--- src/rtl/dcache_mem_ctrl_pkg.sv ---
// rtl/dcache_mem_ctrl_pkg.sv - shared bus, size and request types for the dcache memory controller
`ifndef LSQSZ
`define LSQSZ 8
`endif

package dcache_mem_ctrl_pkg;

  typedef enum logic [1:0] {
    BYTE   = 2'h0,
    HALF   = 2'h1,
    WORD   = 2'h2,
    DOUBLE = 2'h3
  } MEM_SIZE;

  typedef enum logic [1:0] {
    BUS_NONE  = 2'h0,
    BUS_LOAD  = 2'h1,
    BUS_STORE = 2'h2
  } BUS_COMMAND;

  typedef enum logic [1:0] {
    REQ_WB = 2'h0,
    REQ_ST = 2'h1,
    REQ_LD = 2'h2
  } REQ_KIND;

  typedef struct packed {
    REQ_KIND             kind;
    logic [15:0]         addr;
    logic [63:0]         data;
    MEM_SIZE             size;
    logic [2:0]          offset;
    logic [`LSQSZ-1:0]   gnt;
  } mem_req_t;

  typedef struct packed {
    logic                valid;
    logic [15:0]         addr;
    MEM_SIZE             size;
    logic [`LSQSZ-1:0]   gnt;
  } ld_entry_t;

  // Shift the addressed bytes down to bit 0, then zero everything above the access size.
  function automatic logic [63:0] extract_load(input logic [63:0] blk, input logic [2:0] off,
                                               input MEM_SIZE size);
    logic [63:0] sh;
    sh = blk >> {off, 3'b000};
    case (size)
      BYTE:    extract_load = {56'b0, sh[7:0]};
      HALF:    extract_load = {48'b0, sh[15:0]};
      WORD:    extract_load = {32'b0, sh[31:0]};
      default: extract_load = sh;
    endcase
  endfunction

endpackage

--- src/rtl/dcache_mem_ctrl_multi_enq_fifo.sv ---
// rtl/dcache_mem_ctrl_multi_enq_fifo.sv - request FIFO with three ordered enqueue ports and one dequeue port
module multi_enq_fifo
  import dcache_mem_ctrl_pkg::*;
#(
  parameter int DEPTH = 8
) (
  input  logic           clk_i,
  input  logic           rst_i,
  input  logic [2:0]     enq_en_i,
  input  mem_req_t [2:0] enq_req_i,
  input  logic           deq_i,
  output mem_req_t       head_o,
  output logic           empty_o,
  output logic           full_o
);

  localparam int PW = $clog2(DEPTH);

  mem_req_t        mem_q [DEPTH];
  logic [PW-1:0]   head_q, head_d, tail_q, tail_d;
  logic [PW:0]     count_q, count_d;
  logic [PW:0]     free_slots, nacc;
  logic [2:0]      acc;
  logic [PW-1:0]   slot [3];
  logic            do_deq;
  logic            full_q;

  // Enabled ports pack into consecutive tail slots; a port that finds no room is refused.
  always_comb begin
    do_deq     = deq_i && (count_q != '0);
    free_slots = (PW+1)'(DEPTH) - count_q;
    nacc       = '0;
    acc        = '0;
    for (int k = 0; k < 3; k++) begin
      slot[k] = tail_q + nacc[PW-1:0];
      acc[k]  = enq_en_i[k] && (nacc < free_slots);
      nacc    = nacc + {{PW{1'b0}}, acc[k]};
    end
    head_d  = head_q + PW'(do_deq);
    tail_d  = tail_q + nacc[PW-1:0];
    count_d = count_q + nacc - (PW+1)'(do_deq);
  end

  always_ff @(posedge clk_i) begin
    if (rst_i) begin
      head_q  <= '0;
      tail_q  <= '0;
      count_q <= '0;
      full_q  <= 1'b0;
    end else begin
      head_q  <= head_d;
      tail_q  <= tail_d;
      count_q <= count_d;
      full_q  <= ((PW+1)'(DEPTH) - count_d) < (PW+1)'(3);
      for (int k = 0; k < 3; k++) begin
        if (acc[k]) mem_q[slot[k]] <= enq_req_i[k];
      end
    end
  end

  assign head_o  = mem_q[head_q];
  assign empty_o = (count_q == '0);
  assign full_o  = full_q;

endmodule

--- src/rtl/dcache_mem_ctrl.sv ---
// rtl/dcache_mem_ctrl.sv - dcache memory-side responder: ordered bus issue, load tag tracking, fill and LSQ completion
module dcache_mem_ctrl
  import dcache_mem_ctrl_pkg::*;
#(
  parameter int QDEPTH       = 8,
  parameter int NUM_MEM_TAGS = 15
) (
  input  logic               clock,
  input  logic               reset,
  input  logic               wb_en,
  input  logic [15:0]        wb_addr,
  input  logic [63:0]        wb_data,
  input  logic [1:0]         wb_size,
  input  logic               wr_en,
  input  logic [15:0]        wr_addr,
  input  logic [63:0]        wr_data,
  input  logic [1:0]         wr_size,
  input  logic               rd_en,
  input  logic [15:0]        rd_addr,
  input  logic [1:0]         rd_size,
  input  logic [`LSQSZ-1:0]  rd_gnt,
  output logic               req_full,
  input  logic               mem_grant,
  output logic [1:0]         proc2mem_command,
  output logic [15:0]        proc2mem_addr,
  output logic [63:0]        proc2mem_data,
  output logic [1:0]         proc2mem_size,
  input  logic [3:0]         mem2proc_response,
  input  logic [63:0]        mem2proc_data,
  input  logic [3:0]         mem2proc_tag,
  output logic               mem_wr_en,
  output logic [4:0]         mem_wr_idx,
  output logic [7:0]         mem_wr_tag,
  output logic [63:0]        mem_wr_data,
  output logic               ld_done,
  output logic [`LSQSZ-1:0]  ld_gnt,
  output logic [63:0]        ld_data
);

  mem_req_t [2:0] enq_req;
  mem_req_t       head;
  logic           q_empty, issue, accept, resp_ok, tag_ok, cpl_hit;
  ld_entry_t      tbl_q [NUM_MEM_TAGS+1];
  ld_entry_t      cpl;

  always_comb begin
    enq_req[0] = '{kind: REQ_WB, addr: wb_addr, data: wb_data, size: MEM_SIZE'(wb_size),
                   offset: wb_addr[2:0], gnt: '0};
    enq_req[1] = '{kind: REQ_ST, addr: wr_addr, data: wr_data, size: MEM_SIZE'(wr_size),
                   offset: wr_addr[2:0], gnt: '0};
    enq_req[2] = '{kind: REQ_LD, addr: rd_addr, data: '0, size: MEM_SIZE'(rd_size),
                   offset: rd_addr[2:0], gnt: rd_gnt};
  end

  multi_enq_fifo #(.DEPTH(QDEPTH)) u_req_fifo (
    .clk_i     (clock),
    .rst_i     (reset),
    .enq_en_i  ({rd_en, wr_en, wb_en}),
    .enq_req_i (enq_req),
    .deq_i     (accept),
    .head_o    (head),
    .empty_o   (q_empty),
    .full_o    (req_full)
  );

  assign issue   = !reset && !q_empty && mem_grant;
  assign accept  = issue && (mem2proc_response != 4'd0);
  assign resp_ok = int'(mem2proc_response) <= NUM_MEM_TAGS;

  always_comb begin
    proc2mem_command = BUS_NONE;
    proc2mem_addr    = '0;
    proc2mem_data    = '0;
    proc2mem_size    = '0;
    if (issue) begin
      if (head.kind == REQ_LD) begin
        proc2mem_command = BUS_LOAD;
        proc2mem_addr    = {head.addr[15:3], 3'b000};
        proc2mem_size    = DOUBLE;
      end else begin
        proc2mem_command = BUS_STORE;
        proc2mem_addr    = head.addr;
        proc2mem_data    = head.data;
        proc2mem_size    = head.size;
      end
    end
  end

  // A returning tag with no live entry (stray or cleared by reset) produces nothing.
  assign tag_ok  = (mem2proc_tag != 4'd0) && (int'(mem2proc_tag) <= NUM_MEM_TAGS);
  assign cpl     = tbl_q[mem2proc_tag];
  assign cpl_hit = !reset && tag_ok && cpl.valid;

  always_comb begin
    mem_wr_en   = cpl_hit;
    ld_done     = cpl_hit;
    mem_wr_idx  = '0;
    mem_wr_tag  = '0;
    mem_wr_data = '0;
    ld_gnt      = '0;
    ld_data     = '0;
    if (cpl_hit) begin
      mem_wr_idx  = cpl.addr[7:3];
      mem_wr_tag  = cpl.addr[15:8];
      mem_wr_data = mem2proc_data;
      ld_gnt      = cpl.gnt;
      ld_data     = extract_load(mem2proc_data, cpl.addr[2:0], cpl.size);
    end
  end

  // Allocation is written after invalidation so a same-tag reuse keeps the new entry.
  always_ff @(posedge clock) begin
    if (reset) begin
      for (int i = 0; i <= NUM_MEM_TAGS; i++) tbl_q[i] <= '0;
    end else begin
      if (cpl_hit) tbl_q[mem2proc_tag].valid <= 1'b0;
      if (accept && head.kind == REQ_LD && resp_ok)
        tbl_q[mem2proc_response] <= '{valid: 1'b1, addr: head.addr, size: head.size, gnt: head.gnt};
    end
  end

endmodule
--- config.mk ---
export PLATFORM = sky130hd
export DESIGN_NAME = dcache_mem_ctrl
export DESIGN_NICKNAME = d
export VERILOG_FILES = /design/src/rtl/dcache_mem_ctrl_pkg.sv /design/src/rtl/dcache_mem_ctrl_multi_enq_fifo.sv /design/src/rtl/dcache_mem_ctrl.sv
export SDC_FILE = /design/constraint.sdc
export NUM_CORES = 2
export LEC_CHECK = 0
export CAP_MARGIN = 40
export CORE_AREA = 2 2 229 457
export DETAILED_ROUTE_END_ITERATION = 16
export DIE_AREA = 0 0 231 459
export GPL_TIMING_DRIVEN = 1
export PLACE_DENSITY_LB_ADDON = 0.1
export SYNTH_ARGS = -nofsm -noshare
export SYNTH_HDL_FRONTEND = slang
export SYNTH_SLANG_ARGS = --single-unit
--- constraint.sdc ---
create_clock -name clock -period 6.7 [get_ports clock]
set_input_delay 2.01 -clock clock [delete_from_list [all_inputs] [get_ports clock]]
set_output_delay 2.01 -clock clock [all_outputs]
set_load 0.1 [all_outputs]
==> metrics.md <==
| Metric | Value |
|---|---|
| Final setup fails | `0` |
| Worst hold stages | `2` |
| HP Class | `flop to flop` |
| Hold Fails Final Rpt | `0` |
| Clock transition at the registers of the reported paths | `0.06 ns` |
| Setup CP Type | `primary input to output pin` |
| Final #Nets | `5,946` |
| FF-to-FF End | `u_req_fifo.mem_q[2][92]` |
| #FFs+latches synth | `1,178` |
| Placed cell areas | `0.0694 sq mm` |
| Minimum clock period | `6.57 ns` |
| Die ar. | `0.106 sq mm` |
| # rows | `167` |
| Root buffer cell | `clkbuf_16` |
| Synth top area cells | `edfxtp_1 31%, dfxtp_1 18%, mux4_2 12%` |
| Maxcap violations | `0` |
| FF+latch area | `0.0298 sq mm` |
| Layout cells sized above 1 | `18.2%` |
| Synth top area share | `31.1%` |
| Overall Global Routing Usage | `38.3%` |
| DRT Pass-1 Iters | `8` |
| Finished Cell Area | `0.0730 sq mm` |
| Register area share after synthesis | `49.5%` |
| Starting Density | `58.6%` |
| Placed Cells | `6,903` |
| Area grow syn2layout | `21.1%` |
| Antenna violations before repair | `29` |
| Largest net degree at the start of global routing | `130` |
| Static leakage | `0.0253 uW` |
| CP max stage cell | `mux4_2` |
| H-tree depth | `3` |
| Min-delay src | `tbl_q[14][26]` |
| Avg Inst Size Synth | `11.0 sq um` |
| Peak supply drop | `0.355 mV` |
| Max_slew headroom | `37.0%` |
| Iter 0 DRT Violations | `5,553` |
| Worst path max stage delay | `0.51 ns` |
| Multi-input logic area | `0.0282 sq mm` |
| Post-synth top cells | `783 x nor2_1, 681 x mux2i_1, 624 x edfxtp_1, 554 x dfxtp_1, 456 x nand2_1` |
| Antenna Nets Post-Route | `0` |
| Final WL | `205 mm` |
| Clock sink count | `1,178` |
| Fmax | `152 MHz` |
| Depth of the most critical reg-to-reg path | `13` |
| Global route total overflow | `0` |
| Setup bufs post-CTS | `0` |
| Slew Viols, Final | `0` |
| DR vias/cell | `6.68` |
| DRC Markers | `0` |
| First-pass GRT wire length | `303 mm` |
| Worst-path cell chain | `buf_6 -> mux4_2 -> a22o_1 -> a221oi_4 -> buf_4 -> buf_4 -> nor2_4 -> buf_4 -> a221oi_2 -> buf_12` |
| Port-buffer cells | `503` |
| Cell count after synthesis | `5,492` |
| Status | `complete, no violations` |
| CP required | `4.69 ns` |
| Yosys warnings | `0` |
| Fin crit share | `98.1%` |
| Post-Syn Area | `0.0603 sq mm` |
| Critical path fanouts, max | `18` |
| Die X | `231 microns` |
| Finished Layout Cells | `7,104` |
| Setup TNS Final | `0 ns` |
| Hold endpoint | `tbl_q[14][26]` |
| Routability cong. | `0.953` |
| Max Root-Sink Buffers | `3` |
| Height of the die | `459 microns` |
| Top_reg_cell synth | `edfxtp_1` |
| Clk Latency, worst-skew pair | `0.75 ns` |
| # resized after CTS | `0` |
| Yosys top cell by area | `edfxtp_1` |
| Clk_skew | `0.0473 ns` |
| Wire per inst | `28.8 microns` |
| Worst-Margin Slew | `0.943 ns` |
| Post-synth EDFFs | `624` |
| Setup crit start kind | `primary input` |
| CP arrival | `4.56 ns` |
| HPWL Detailed | `119 mm` |
| RR Startpoint | `u_req_fifo.count_q[0]` |
| Post-CTS Hold Buffers | `0` |
| Power per cell area | `369 mW/mm^2` |
| TritonCTS clock tree | `built` |
| CP dominant cell by count | `buf_4` |
| Vias in the first global route | `48,116` |
| Total CTS buffers | `103` |
| R2R setup slack | `1.93 ns` |
| Yosys cell types | `76` |
| Asr flop ratio synth | `0%` |
| IO Count | `504` |
| Core ar. | `0.103 sq mm` |
| RSZ-0062 raised after global routing | `no` |
| CP endpoint kind | `output pin` |
| Via count | `47,424` |
| Most common cell in the synthesized netlist | `nor2_1` |
| Fillers | `7,238` |
## cell families after synthesis
kind of cell               share of synthesized area [%]
and+or+nand+nor                                     10.6
muxes                                               23.3
DFF                                                 49.5
other                                            0.00622
adders and majority gates                          0.507
xor gates and xnor gates                           0.145
AOI/OAI and AO/OA                                   11.1
buffers and inverters                               4.85
## cells in the final DEF, fill, tap and decap left out, types with 12 or more instances in the layout
cell / count
a211oi_1: 128
a21oi_1: 267
a22oi_1: 17
a311oi_1: 128
and2_1: 153
buf_12: 282
buf_4: 147
bufinv_16: 12
clkbuf_1: 20
clkbuf_16: 105
clkbuf_8: 13
clkdlybuf4s50_1: 263
clkinv_2: 17
conb_1: 26
dfxtp_1: 551
edfxtp_1: 624
ha_1: 18
inv_1: 27
mux2_2: 17
mux2i_1: 661
mux2i_2: 20
mux4_2: 309
nand2_1: 454
nand3_1: 13
nor2_1: 776
nor2_4: 15
nor2b_1: 25
o21a_1: 19
o21ai_0: 406
o22ai_1: 16
## per-layer routing
layer / wire (microns) / share of wire (%) / track usage [%]
met5: 324 / 0.16 / 0
met4: 11600 / 5.7 / 20.4
met3: 22500 / 11 / 8.51
met2: 97700 / 48 / 62.3
met1: 72400 / 35 / 47.6
## flip-flops by register name, indices dropped and copies added, names as in the netlist
| register | flops |
|---|---|
| u_req_fifo.full_o | 1 |
| u_req_fifo.mem_q | 736 |
| tbl_q | 431 |
| u_req_fifo.tail_q | 3 |
| u_req_fifo.count_q | 4 |
| u_req_fifo.head_q | 3 |
## cell type report
type                       count  area share, %
clock buffer                 138           3.95
clock inverter                53          0.931
antenna                       10         0.0343
tap                         1352           2.32
inverter                      28          0.144
multi-input combinational   3643           38.7
sequential                  1178           40.9
timing repair buffer         702           13.0
## worst max path at each step
stage                         start          end  cells past startpoint
floorplan           mem2proc_tag[0]  ld_data[48]                      9
global placement    mem2proc_tag[0]   ld_data[2]                      8
detailed placement  mem2proc_tag[0]  ld_data[28]                     11
CTS                 mem2proc_tag[0]  ld_data[28]                     11
global route        mem2proc_tag[0]   ld_data[0]                     10
finish              mem2proc_tag[0]   ld_data[0]                     10
## critical path, delay by kind of cell
kind	cells	cell delay, ns
buf+inv	5	1.05
compound gates	3	0.92
mux	1	0.51
simple gates	1	0.05
## through the flow
step	hold WS, ns	power (uW)	worst slack, ns	utilization, %
2_1_floorplan	0.426	17000	-0.423	-
3_3_place_gp	0.433	20000	0.161	67.3
3_5_place_dp	0.445	20500	0.129	67.5
4_1_cts	0.461	26800	0.130	70.9
5_1_grt	0.477	28000	0.0157	70.9
6_report	0.460	26900	0.127	71.0
## where the power goes
group          leakage (uW)  switching (uW)  internal (uW)  total, uW
Sequential           0.0109             910           9750      10700
Combinational        0.0127            5950           3920       9870
Clock               0.00174            2840           3510       6360
Note: power is estimated with default switching activity, not from simulation.
